### src/rtl/basic_system_ocrom_arbiter.sv
// Two-master arbiter/sequencer for the single-port instruction on-chip RAM/ROM.
// The CPU fetch port (m0) and the debug port (m1) share the memory; reads return with a fixed 2-cycle latency.
module basic_system_ocrom_arbiter #(
   parameter int ADDR_W = 11,
   parameter int DATA_W = 16,
   parameter int BE_W   = 2
) (
   input  logic              clk,
   input  logic              reset,
   input  logic              reset_req,
   input  logic [ADDR_W-1:0] m0_address,
   input  logic              m0_read,
   output logic              m0_waitrequest,
   output logic [DATA_W-1:0] m0_readdata,
   output logic              m0_readdatavalid,
   input  logic [ADDR_W-1:0] m1_address,
   input  logic              m1_read,
   input  logic              m1_write,
   input  logic [DATA_W-1:0] m1_writedata,
   input  logic [BE_W-1:0]   m1_byteenable,
   output logic              m1_waitrequest,
   output logic [DATA_W-1:0] m1_readdata,
   output logic              m1_readdatavalid,
   output logic [ADDR_W-1:0] mem_address,
   output logic [BE_W-1:0]   mem_byteenable,
   output logic              mem_chipselect,
   output logic              mem_write,
   output logic              mem_debugaccess,
   output logic [DATA_W-1:0] mem_writedata,
   output logic              mem_clken,
   input  logic [DATA_W-1:0] mem_readdata
);

   logic              req0_s;
   logic              req1_s;
   logic              gnt0_s;
   logic              gnt1_s;
   logic              rd_gnt_s;
   logic              rr_ptr_r;
   logic              s1_valid_r;
   logic              s1_id_r;
   logic              m0_rdv_r;
   logic              m1_rdv_r;
   logic [DATA_W-1:0] m0_readdata_r;
   logic [DATA_W-1:0] m1_readdata_r;

   assign mem_clken        = ~reset_req;
   assign m0_readdata      = m0_readdata_r;
   assign m1_readdata      = m1_readdata_r;
   assign m0_readdatavalid = m0_rdv_r;
   assign m1_readdatavalid = m1_rdv_r;

   // Request decode and round-robin grant; a simultaneous read+write on m1 counts as a write.
   always_comb begin
      req0_s   = m0_read;
      req1_s   = m1_read | m1_write;
      gnt0_s   = 1'b0;
      gnt1_s   = 1'b0;
      if (reset || reset_req) begin
         gnt0_s = 1'b0;
         gnt1_s = 1'b0;
      end else if (req0_s && req1_s) begin
         gnt0_s = ~rr_ptr_r;
         gnt1_s = rr_ptr_r;
      end else begin
         gnt0_s = req0_s;
         gnt1_s = req1_s;
      end
      rd_gnt_s       = gnt0_s | (gnt1_s & ~m1_write);
      m0_waitrequest = ~gnt0_s;
      m1_waitrequest = ~gnt1_s;
   end

   // Steer the granted master's command onto the memory port.
   always_comb begin
      mem_address     = '0;
      mem_byteenable  = '0;
      mem_chipselect  = 1'b0;
      mem_write       = 1'b0;
      mem_debugaccess = 1'b0;
      mem_writedata   = m1_writedata;
      if (gnt0_s) begin
         mem_address    = m0_address;
         mem_byteenable = '1;
         mem_chipselect = 1'b1;
      end else if (gnt1_s) begin
         mem_address     = m1_address;
         mem_byteenable  = m1_byteenable;
         mem_chipselect  = 1'b1;
         mem_write       = m1_write;
         mem_debugaccess = m1_write;
      end else begin
         mem_chipselect = 1'b0;
      end
   end

   // Fairness pointer and read-tag pipeline: stage 1 tags the memory cycle, the response registers form stage 2.
   always_ff @(posedge clk) begin
      if (reset) begin
         rr_ptr_r      <= 1'b0;
         s1_valid_r    <= 1'b0;
         s1_id_r       <= 1'b0;
         m0_rdv_r      <= 1'b0;
         m1_rdv_r      <= 1'b0;
         m0_readdata_r <= '0;
         m1_readdata_r <= '0;
      end else begin
         // Under contention the loser gets priority next; lone requests leave the pointer alone.
         if (req0_s && req1_s && (gnt0_s || gnt1_s)) begin
            rr_ptr_r <= gnt0_s;
         end
         s1_valid_r <= rd_gnt_s;
         s1_id_r    <= gnt1_s;
         m0_rdv_r   <= s1_valid_r & ~s1_id_r;
         m1_rdv_r   <= s1_valid_r & s1_id_r;
         if (s1_valid_r && !s1_id_r) begin
            m0_readdata_r <= mem_readdata;
         end
         if (s1_valid_r && s1_id_r) begin
            m1_readdata_r <= mem_readdata;
         end
      end
   end

endmodule

### config.mk
export PLATFORM = sky130hd
export DESIGN_NAME = basic_system_ocrom_arbiter
export DESIGN_NICKNAME = d
export VERILOG_FILES = /design/src/rtl/basic_system_ocrom_arbiter.sv
export SDC_FILE = /design/constraint.sdc
export NUM_CORES = 1
export LEC_CHECK = 0
export ABC_AREA = 1
export BUFFER_PORTS_ARGS = -buffer_cell sky130_fd_sc_hd__buf_4
export CELL_PAD_IN_SITES_DETAIL_PLACEMENT = 0
export CELL_PAD_IN_SITES_GLOBAL_PLACEMENT = 2
export CORE_UTILIZATION = 18
export DETAILED_ROUTE_END_ITERATION = 10
export GPL_ROUTABILITY_DRIVEN = 1
export PLACE_DENSITY = 0.9
export SLEW_MARGIN = 20
export SYNTH_ARGS = -nofsm -noshare
export SYNTH_HDL_FRONTEND = slang
export SYNTH_SLANG_ARGS = --single-unit
### constraint.sdc
create_clock -name clk -period 1.2 [get_ports clk]
set_input_delay 0.12 -clock clk [delete_from_list [all_inputs] [get_ports clk]]
set_output_delay 0.12 -clock clk [all_outputs]
set_load 0.02 [all_outputs]
; Yosys cells after proc, flatten, opt, wreduce, memory -nomap -nowiden
; Cells that the tools add are included.
[op_classes]
muxes = 12
n_bitwise = 11
n_reduce_logical = 7
[ops]
columns = operator, count
row1 = 11-bit 2-to-1 mux, 2
row2 = 1-bit 2-to-1 mux, 8
row3 = 1-bit inverter, 6
row4 = 1-bit logical AND, 4
row5 = 2-bit 2-to-1 mux, 2
row6 = 1-bit bitwise AND, 3
row7 = 1-bit logical OR, 2
row8 = 1-bit bitwise OR, 2
row9 = 1-bit zero test, 1
[totals]
regBits = 37
inputBits = 62
out_inout_bits = 69
wordCells = 37

; Depth between registers and ports, before layout
; Gate-level depths: netlist of the first run.
[logic_depth]
depth_word = 6
ltp_mapped = 7

; Worst setup path before layout of the first run
; OpenSTA, ideal clock, no wires.
[synth_path]
path_type = flip-flop to output port
start = register rr_ptr_r
end = output mem_write
arrival_ns = 1.186
required_ns = 1.080
setup_slack_ns = -0.106
path_stages_with_launch = 6
cell_sequence = dfxtp_1 inv_2 nand2_2 nand3_4 nor2_1 buf_4
[synth_between]
elab_chain_cells = 4
[synth_lines]
columns = element, line_no
row1 = start: declaration, 39  ; logic rr_ptr_r;
row2 = start signal: assignment, 110  ; rr_ptr_r <= gnt0_s;
row3 = 1-bit 2-to-1 mux or 1-bit inverter (tied branches), "62, 63"
row4 = 1-bit 2-to-1 mux (on tied branches), "59, 62"
row5 = 1-bit 2-to-1 mux (on tied branches), --
row6 = 1-bit 2-to-1 mux *, --
row7 = end: declaration, 27  ; output logic mem_write,
; Mark *: on every way between the ends. The rest lies on a longest branch, timed or not.

; Worst setup path after layout of the first run
[layout_path]
start = register rr_ptr_r
end = output mem_address[9]
[layout_between]
elab_chain_cells = 4
[layout_lines]
columns = element, line_no
row1 = 1-bit 2-to-1 mux or 1-bit inverter (tied branches), "62, 63"
row2 = 1-bit 2-to-1 mux (on tied branches), "59, 62"
row3 = 11-bit 2-to-1 mux or 1-bit 2-to-1 mux (tied branches), "86, 59"
row4 = 11-bit 2-to-1 mux *, 82  ; if (gnt0_s) begin
row5 = end: declaration, 24  ; output logic [ADDR_W-1:0] mem_address,
; Marked as above.

==> Implementation_results.wiki, run 1 <==
{| class="wikitable"
! Metric !! Value
|-
| Routability congestion estimate || 0.749
|-
| Worst Setup Start Kind || register
|-
| Data arrival time of the worst path || 1.31 ns
|-
| Overall fraction of global-route tracks in use || 0.109
|-
| Area Overhead vs Synth || 60.1%
|-
| Number of placed I/O pins || 131
|-
| Critical path data required time || 1.08 ns
|-
| Core area || 0.00872 sq mm
|-
| Number of vias after detailed routing || 1625
|-
| Clock sinks || 37
|-
| Slowest Stage Delay on Critical Path || 0.37 ns
|-
| Leakage || 1.28 nW
|-
| Pwr Density || 1090 mW/mm^2
|-
| Number of global-route vias before repair || 1604
|-
| Leading area contributor after synthesis || dfxtp_1
|-
| Clock insertion delay at the later pin of the skew report || 0.29 ns
|-
| Portion of the post-synthesis area used by sequential elements || 0.456
|-
| Part of the cycle the worst path needs || 1.19
|-
| Synthesized netlist cell count || 226
|-
| Top Family by Delay on Critical Path || simple AND/OR/NAND/NOR gates
|-
| Pin count of the biggest net entering global routing || 33
|-
| Placed cell area || 0.00238 sq mm
|-
| Residual overflow from global routing || 0
|-
| Type of the tightest min-delay check || primary input to register
|-
| First-pass GRT wire length || 8180 um
|-
| Post-layout minimum cycle time || 1.43 ns
|-
| Cells along the critical path || inv_2 > nand2_2 > nand3_4 > inv_6 > nand2_1 > nand2_1 > buf_6
|-
| Crit-path max FO || 7
|-
| Flop-to-flop setup slack || 0.10 ns
|-
| Number of DRC markers after the initial detailed-route iteration || 47
|-
| Fin area || 0.00260 sq mm
|-
| Clock-pin slew on the worst setup and hold paths || 0.08 ns
|-
| Synthesized area || 0.00162 sq mm
|-
| Relative slew margins || 0.773
|-
| Actual transition at the worst max-transition pin || 0.340 ns
|-
| Synth cell count leaders || 68 x nor2_1, 41 x nand2_1, 37 x dfxtp_1
|-
| Post-route ant nets || 0
|-
| Count of buffers from port buffering || 98
|-
| Initial antenna violation count || 0
|-
| Quantity of hold-fixing buffers added after cts || 0
|-
| Placement row count || 34
|-
| Post-detailed-placement half-perimeter wirelength || 3780 um
|-
| Status || complete, but fails checks
|-
| H-tree levels || 2
|-
| Type of element capturing the critical path || output port
|-
| Most used flip-flop cell after synthesis || dfxtp_1
|-
| Yosys reg bits || 37
|-
| Final setup violation count || 18
|-
| Count of max-cap constraint violations || 0
|-
| Highest ir drop seen on vdd || 0.421 mV
|-
| Standard cell with the maximum stage delay on the critical path || dfxtp_4
|-
| Total wire length || 5070 um
|-
| Area fraction of the dominant cell type after synthesis || 0.456
|-
| Fraction of final layout cells sized beyond drive strength 1 || 0.435
|-
| Total number of nets in the final design || 376
|-
| Starting utilization of the core area || 0.186
|-
| Number of vias per cell || 3.84
|-
| Y dimension of the die || 97.0 um
|-
| Violations in the final reports || negative setup slack
|-
| Most area-consuming cells after synthesis || dfxtp_1 46%, nor2_1 16%, o21ai_0 10%
|-
| Number of enable flip-flop cells after synthesis || 0
|-
| Detail-routed net length per standard cell || 12.0 um
|-
| Fmax || 699 MHz
|-
| Crit Path Category || register to output port
|-
| Warnings, synthesis || 0
|-
| TritonCTS clock tree || yes
|-
| Total nets after synthesis || 288
|-
| Die extent in x || 97.0 um
|-
| Count of placed standard cells including taps || 413
|-
| Number of standard cells in the final layout excluding fillers || 423
|-
| Count leader, synth || nor2_1
|-
| Count of unique library cells instantiated by Yosys || 18
|-
| Inserted Diodes || 0
|-
| Crit-path most repeated cell || nand2_1
|-
| Number of buffers on the longest clock path || 2
|-
| Total negative setup slack || -3.56 ns
|-
| Sum of buffers and inverters on the critical path || 3
|-
| Clock root cell || clkbuf_8
|-
| Max-slew violation count || 0
|-
| Async S/R FF share, synth || 0
|-
| Hold Vio Cnt, Final || 0
|-
| Worst Slack Setup Final || -0.230 ns
|-
| Worst Setup Slack post-DPL || 0.00935 ns
|-
| Clock tree skew after final layout || 0.00492 ns
|-
| Cts bufs inserted || 5
|-
| Number of iterations in the first detailed-routing pass || 4
|-
| Die area || 0.00941 sq mm
|-
| Setup repair after global routing missed its margin || true
|-
| Residual DRC || 0
|-
| Syn_area_per_cell || 7.19 sq um
|}
==> state kept, by name, summed over array words and instances, names as in the netlist <==
| name | cells |
|---|---|
| m0_readdata | 16 |
| m0_readdatavalid | 1 |
| s1_id_r | 1 |
| s1_valid_r | 1 |
| m1_readdata | 16 |
| m1_readdatavalid | 1 |
| rr_ptr_r | 1 |
==> cell usage in the layout, fill, tap and decap left out, drive strengths merged <==
master  count
nor2       70
o21ai      33
nand4       1
buf       106
clkbuf      6
dfxtp      37
nand3       3
clkinv      2
nand2      45
a21oi       1
inv        11
==> logic make-up after synthesis <==
logic type      count (synthesis)  share of synthesized area
compound gates                 34                      0.107
simple gates                  119                      0.302
flops                          37                      0.456
buf+inv                        36                      0.135
==> worst reg2reg max path, cell delays in order, from the launching register on <==
cell     delay (ns)
dfxtp_1        0.38
buf_4          0.14
nor2_4         0.03
inv_2          0.25
nor2_1         0.11
nor2_1         0.12
==> layout make-up <==
| class | count | area, sq um |
|---|---|---|
| Timing Repair inverter | 1 | 8.76 |
| Inverter | 10 | 45.0 |
| Sequential cell | 37 | 744 |
| Fill cell | 954 | 6120 |
| Tap cell | 108 | 135 |
| Timing Repair Buffer | 106 | 876 |
| Clock inverter | 2 | 13.8 |
| Multi-Input combinational cell | 153 | 694 |
| Clock buffer | 6 | 82.6 |
==> final timing paths <==
| check | start | endpoint | depth (start not counted) |
|---|---|---|---|
| worst min-delay path | reset | m0_readdatavalid$_SDFF_PP0_ | 2 |
| worst max register to register | s1_id_r$_SDFF_PP0_ | m0_readdata[10]$_SDFFE_PP0P_ | 5 |
| worst max-delay path | rr_ptr_r$_SDFFE_PP0P_ | mem_address[9] | 7 |
| worst min register to register | m1_readdata[11]$_SDFFE_PP0P_ | m1_readdata[11]$_SDFFE_PP0P_ | 2 |
==> metrics by stage <==
stage / hold WS (ns) / util / total power [mW]
2_1_floorplan: 0.192 / - / 1.67
3_3_place_gp: 0.240 / 0.273 / 1.89
3_5_place_dp: 0.240 / 0.273 / 1.89
4_1_cts: 0.0216 / 0.293 / 2.87
5_1_grt: 0.0282 / 0.298 / 2.98
6_report: 0.0339 / 0.298 / 2.82
==> where the power goes <==
group / internal, mW / switching [mW]
sequential: 1.28 / 0.0308
combinational: 0.280 / 0.306
clock: 0.466 / 0.458
total: 2.03 / 0.795
==> routing by layer <==
metal,up-vias,part of all wire,global-route usage
met4,0,0.012,0.0356
met5,-,0,0
met1,699,0.45,0.139
met3,4,0.054,0.0275
li1,865,-,-
met2,57,0.48,0.181
==> timing repair <==
item / in CTS / in global routing
setup buffers: 1 / 0
gates resized for setup: 20 / 12
endpoints found under the setup margin: 18 / 20
pin swaps: 2 / 6
gates cloned: 0 / 1
(Power assumes the default switching activity.)
==> run 2, diff against run 1 <==
--- a/config.mk
+++ b/config.mk
@@ -9,10 +9,11 @@
 export BUFFER_PORTS_ARGS = -buffer_cell sky130_fd_sc_hd__buf_4
 export CELL_PAD_IN_SITES_DETAIL_PLACEMENT = 0
 export CELL_PAD_IN_SITES_GLOBAL_PLACEMENT = 2
-export CORE_UTILIZATION = 18
+export CORE_UTILIZATION = 19
+export CTS_BUF_LIST = sky130_fd_sc_hd__clkbuf_8
 export DETAILED_ROUTE_END_ITERATION = 10
 export GPL_ROUTABILITY_DRIVEN = 1
-export PLACE_DENSITY = 0.9
+export PLACE_DENSITY = 0.94
 export SLEW_MARGIN = 20
 export SYNTH_ARGS = -nofsm -noshare
 export SYNTH_HDL_FRONTEND = slang
==> Implementation_results.wiki, run 2 (synthesized netlist as in run 1, its figures left out) <==
{| class="wikitable"
! Metric !! Value
|-
| Status || complete, but fails checks
|-
| Violations in the final reports || negative setup slack
|-
| Residual overflow from global routing || 0
|-
| Clock root cell || clkbuf_8
|-
| Post-layout minimum cycle time || 1.41 ns
|-
| TritonCTS clock tree || yes
|-
| Worst Slack Setup Final || -0.213 ns
|-
| Detail-routed net length per standard cell || 11.5 um
|-
| Post-detailed-placement half-perimeter wirelength || 3640 um
|-
| Leading cell type in the layout, fill and taps excluded || buf_4
|-
| Crit Path Category || register to output port
|-
| Part of the cycle the worst path needs || 1.18
|-
| Critical path data required time || 1.08 ns
|-
| Crit-path max FO || 7
|-
| Pwr Density || 1150 mW/mm^2
|-
| Count of placed standard cells including taps || 408
|-
| Number of standard cells in the final layout excluding fillers || 419
|-
| Placement row count || 33
|-
| Starting utilization of the core area || 0.197
|-
| Number of placed I/O pins || 131
|-
| Pin count of the biggest net entering global routing || 33
|-
| Utilization of the core after routing || 0.320
|-
| Count of buffers from port buffering || 98
|-
| Top Family by Delay on Critical Path || flip-flops
|-
| Residual DRC || 0
|-
| Y dimension of the die || 94.5 um
|-
| H-tree levels || 2
|-
| Core area || 0.00826 sq mm
|-
| Worst Setup Slack post-DPL || 0.0157 ns
|-
| Number of vias after detailed routing || 1654
|-
| Most frequent cells in the layout || 86 x buf_4, 67 x nor2_1, 35 x dfxtp_1, 33 x o21ai_0, 26 x nand2_1
|-
| Fmax || 708 MHz
|-
| First-pass GRT wire length || 7450 um
|-
| Placed cell area || 0.00236 sq mm
|-
| Number of iterations in the first detailed-routing pass || 4
|-
| Type of element capturing the critical path || output port
|-
| Standard cell with the maximum stage delay on the critical path || dfxtp_4
|-
| Clock sinks || 37
|-
| Setup repair after global routing missed its margin || true
|-
| Relative slew margins || 0.804
|-
| Clock tree skew after final layout || 0.00478 ns
|-
| Max-slew violation count || 0
|-
| Total wire length || 4800 um
|-
| Crit-path most repeated cell || nand2_1
|-
| Hold Vio Cnt, Final || 0
|-
| Area Overhead vs Synth || 62.6%
|-
| Worst Setup Start Kind || register
|-
| Count of max-cap constraint violations || 0
|-
| Die area || 0.00892 sq mm
|-
| Number of vias per cell || 3.95
|-
| Cts bufs inserted || 5
|-
| Cells along the critical path || inv_2 > nand2_2 > nand3_4 > clkinv_4 > nand2_1 > nand2_1 > buf_6
|-
| Leakage || 1.29 nW
|-
| Slowest Stage Delay on Critical Path || 0.36 ns
|-
| Data arrival time of the worst path || 1.29 ns
|-
| Number of DRC markers after the initial detailed-route iteration || 30
|-
| Post-route ant nets || 0
|-
| Total negative setup slack || -3.26 ns
|-
| Routability congestion estimate || 0.692
|-
| Type of the tightest min-delay check || primary input to register
|-
| Number of global-route vias before repair || 1544
|-
| Overall fraction of global-route tracks in use || 0.106
|-
| Total number of nets in the final design || 375
|-
| Die extent in x || 94.5 um
|-
| Clock insertion delay at the later pin of the skew report || 0.28 ns
|-
| Initial antenna violation count || 0
|-
| Fin area || 0.00264 sq mm
|-
| Clock-pin slew on the worst setup and hold paths || 0.08 ns
|-
| Actual transition at the worst max-transition pin || 0.294 ns
|-
| Highest ir drop seen on vdd || 0.418 mV
|-
| Number of buffers on the longest clock path || 2
|-
| Final setup violation count || 17
|-
| Fraction of final layout cells sized beyond drive strength 1 || 0.465
|-
| Inserted Diodes || 0
|-
| Sum of buffers and inverters on the critical path || 3
|}
run 2: cell count changes in the layout (fill, tap and decap cells not counted), sizes merged:
cell      previous run  this run
inv                 11        10
buf                106       105
bufinv               0         1
clkinvlp             0         1
clkinv               2         1
run 2: final timing paths:
kind	startpoint	to	slack (ns)	depth (start not counted)
setup / recovery	rr_ptr_r$_SDFFE_PP0P_	mem_byteenable[0]	-0.21	7
hold reg to reg	m1_readdata[4]$_SDFFE_PP0P_	m1_readdata[4]$_SDFFE_PP0P_	0.49	2
setup reg to reg	s1_id_r$_SDFF_PP0_	m1_readdata[9]$_SDFFE_PP0P_	0.16	4
hold / removal	m1_write	s1_valid_r$_SDFF_PP0_	0.03	2
run 2: metal layers:
metal | track usage | routed length (um)
met2 | 0.173 | 2260
met5 | 0 | 0
met4 | 0.0379 | 61
met3 | 0.0225 | 318
met1 | 0.137 | 2170
run 2: stage by stage:
step	hold slack [ns]	power, mW
finish	0.0334	3.03
floorplan	0.192	1.67
CTS	0.0254	3.06
global placement	0.240	1.89
global route	0.0335	3.18
detailed placement	0.240	1.89
run 2: worst reg2reg max path, cell delays in order (launching register included):
cell	delay, ns
dfxtp_1	0.42
nand2_4	0.14
buf_4	0.18
o21ai_0	0.15
nor2_1	0.06
run 2: layout make-up:
class / instances / area, sq um
fillers: 909 / 5620
clock inverters: 2 / 37.5
repair inverters: 1 / 8.76
clock buffers: 6 / 82.6
flip-flops and latches: 37 / 746
inverters: 10 / 47.5
repair buffers: 105 / 868
multi-input cells: 153 / 719
well taps: 105 / 131
run 2: where the power goes:
| part | switching, mW | internal, mW | leakage (nW) |
|---|---|---|---|
| combinational | 0.303 | 0.282 | 0.927 |
| clock | 0.455 | 0.676 | 0.0574 |
| sequential | 0.0354 | 1.28 | 0.302 |
run 2: repair_timing:
action                                  CTS  global route
cloned                                    0             1
hold endpoints to repair                  0             0
resized for setup                        21            24
buffers inserted                          1             1
pin swaps                                 1             6
endpoints found under the setup margin   18            21
hold buffers                              0             0
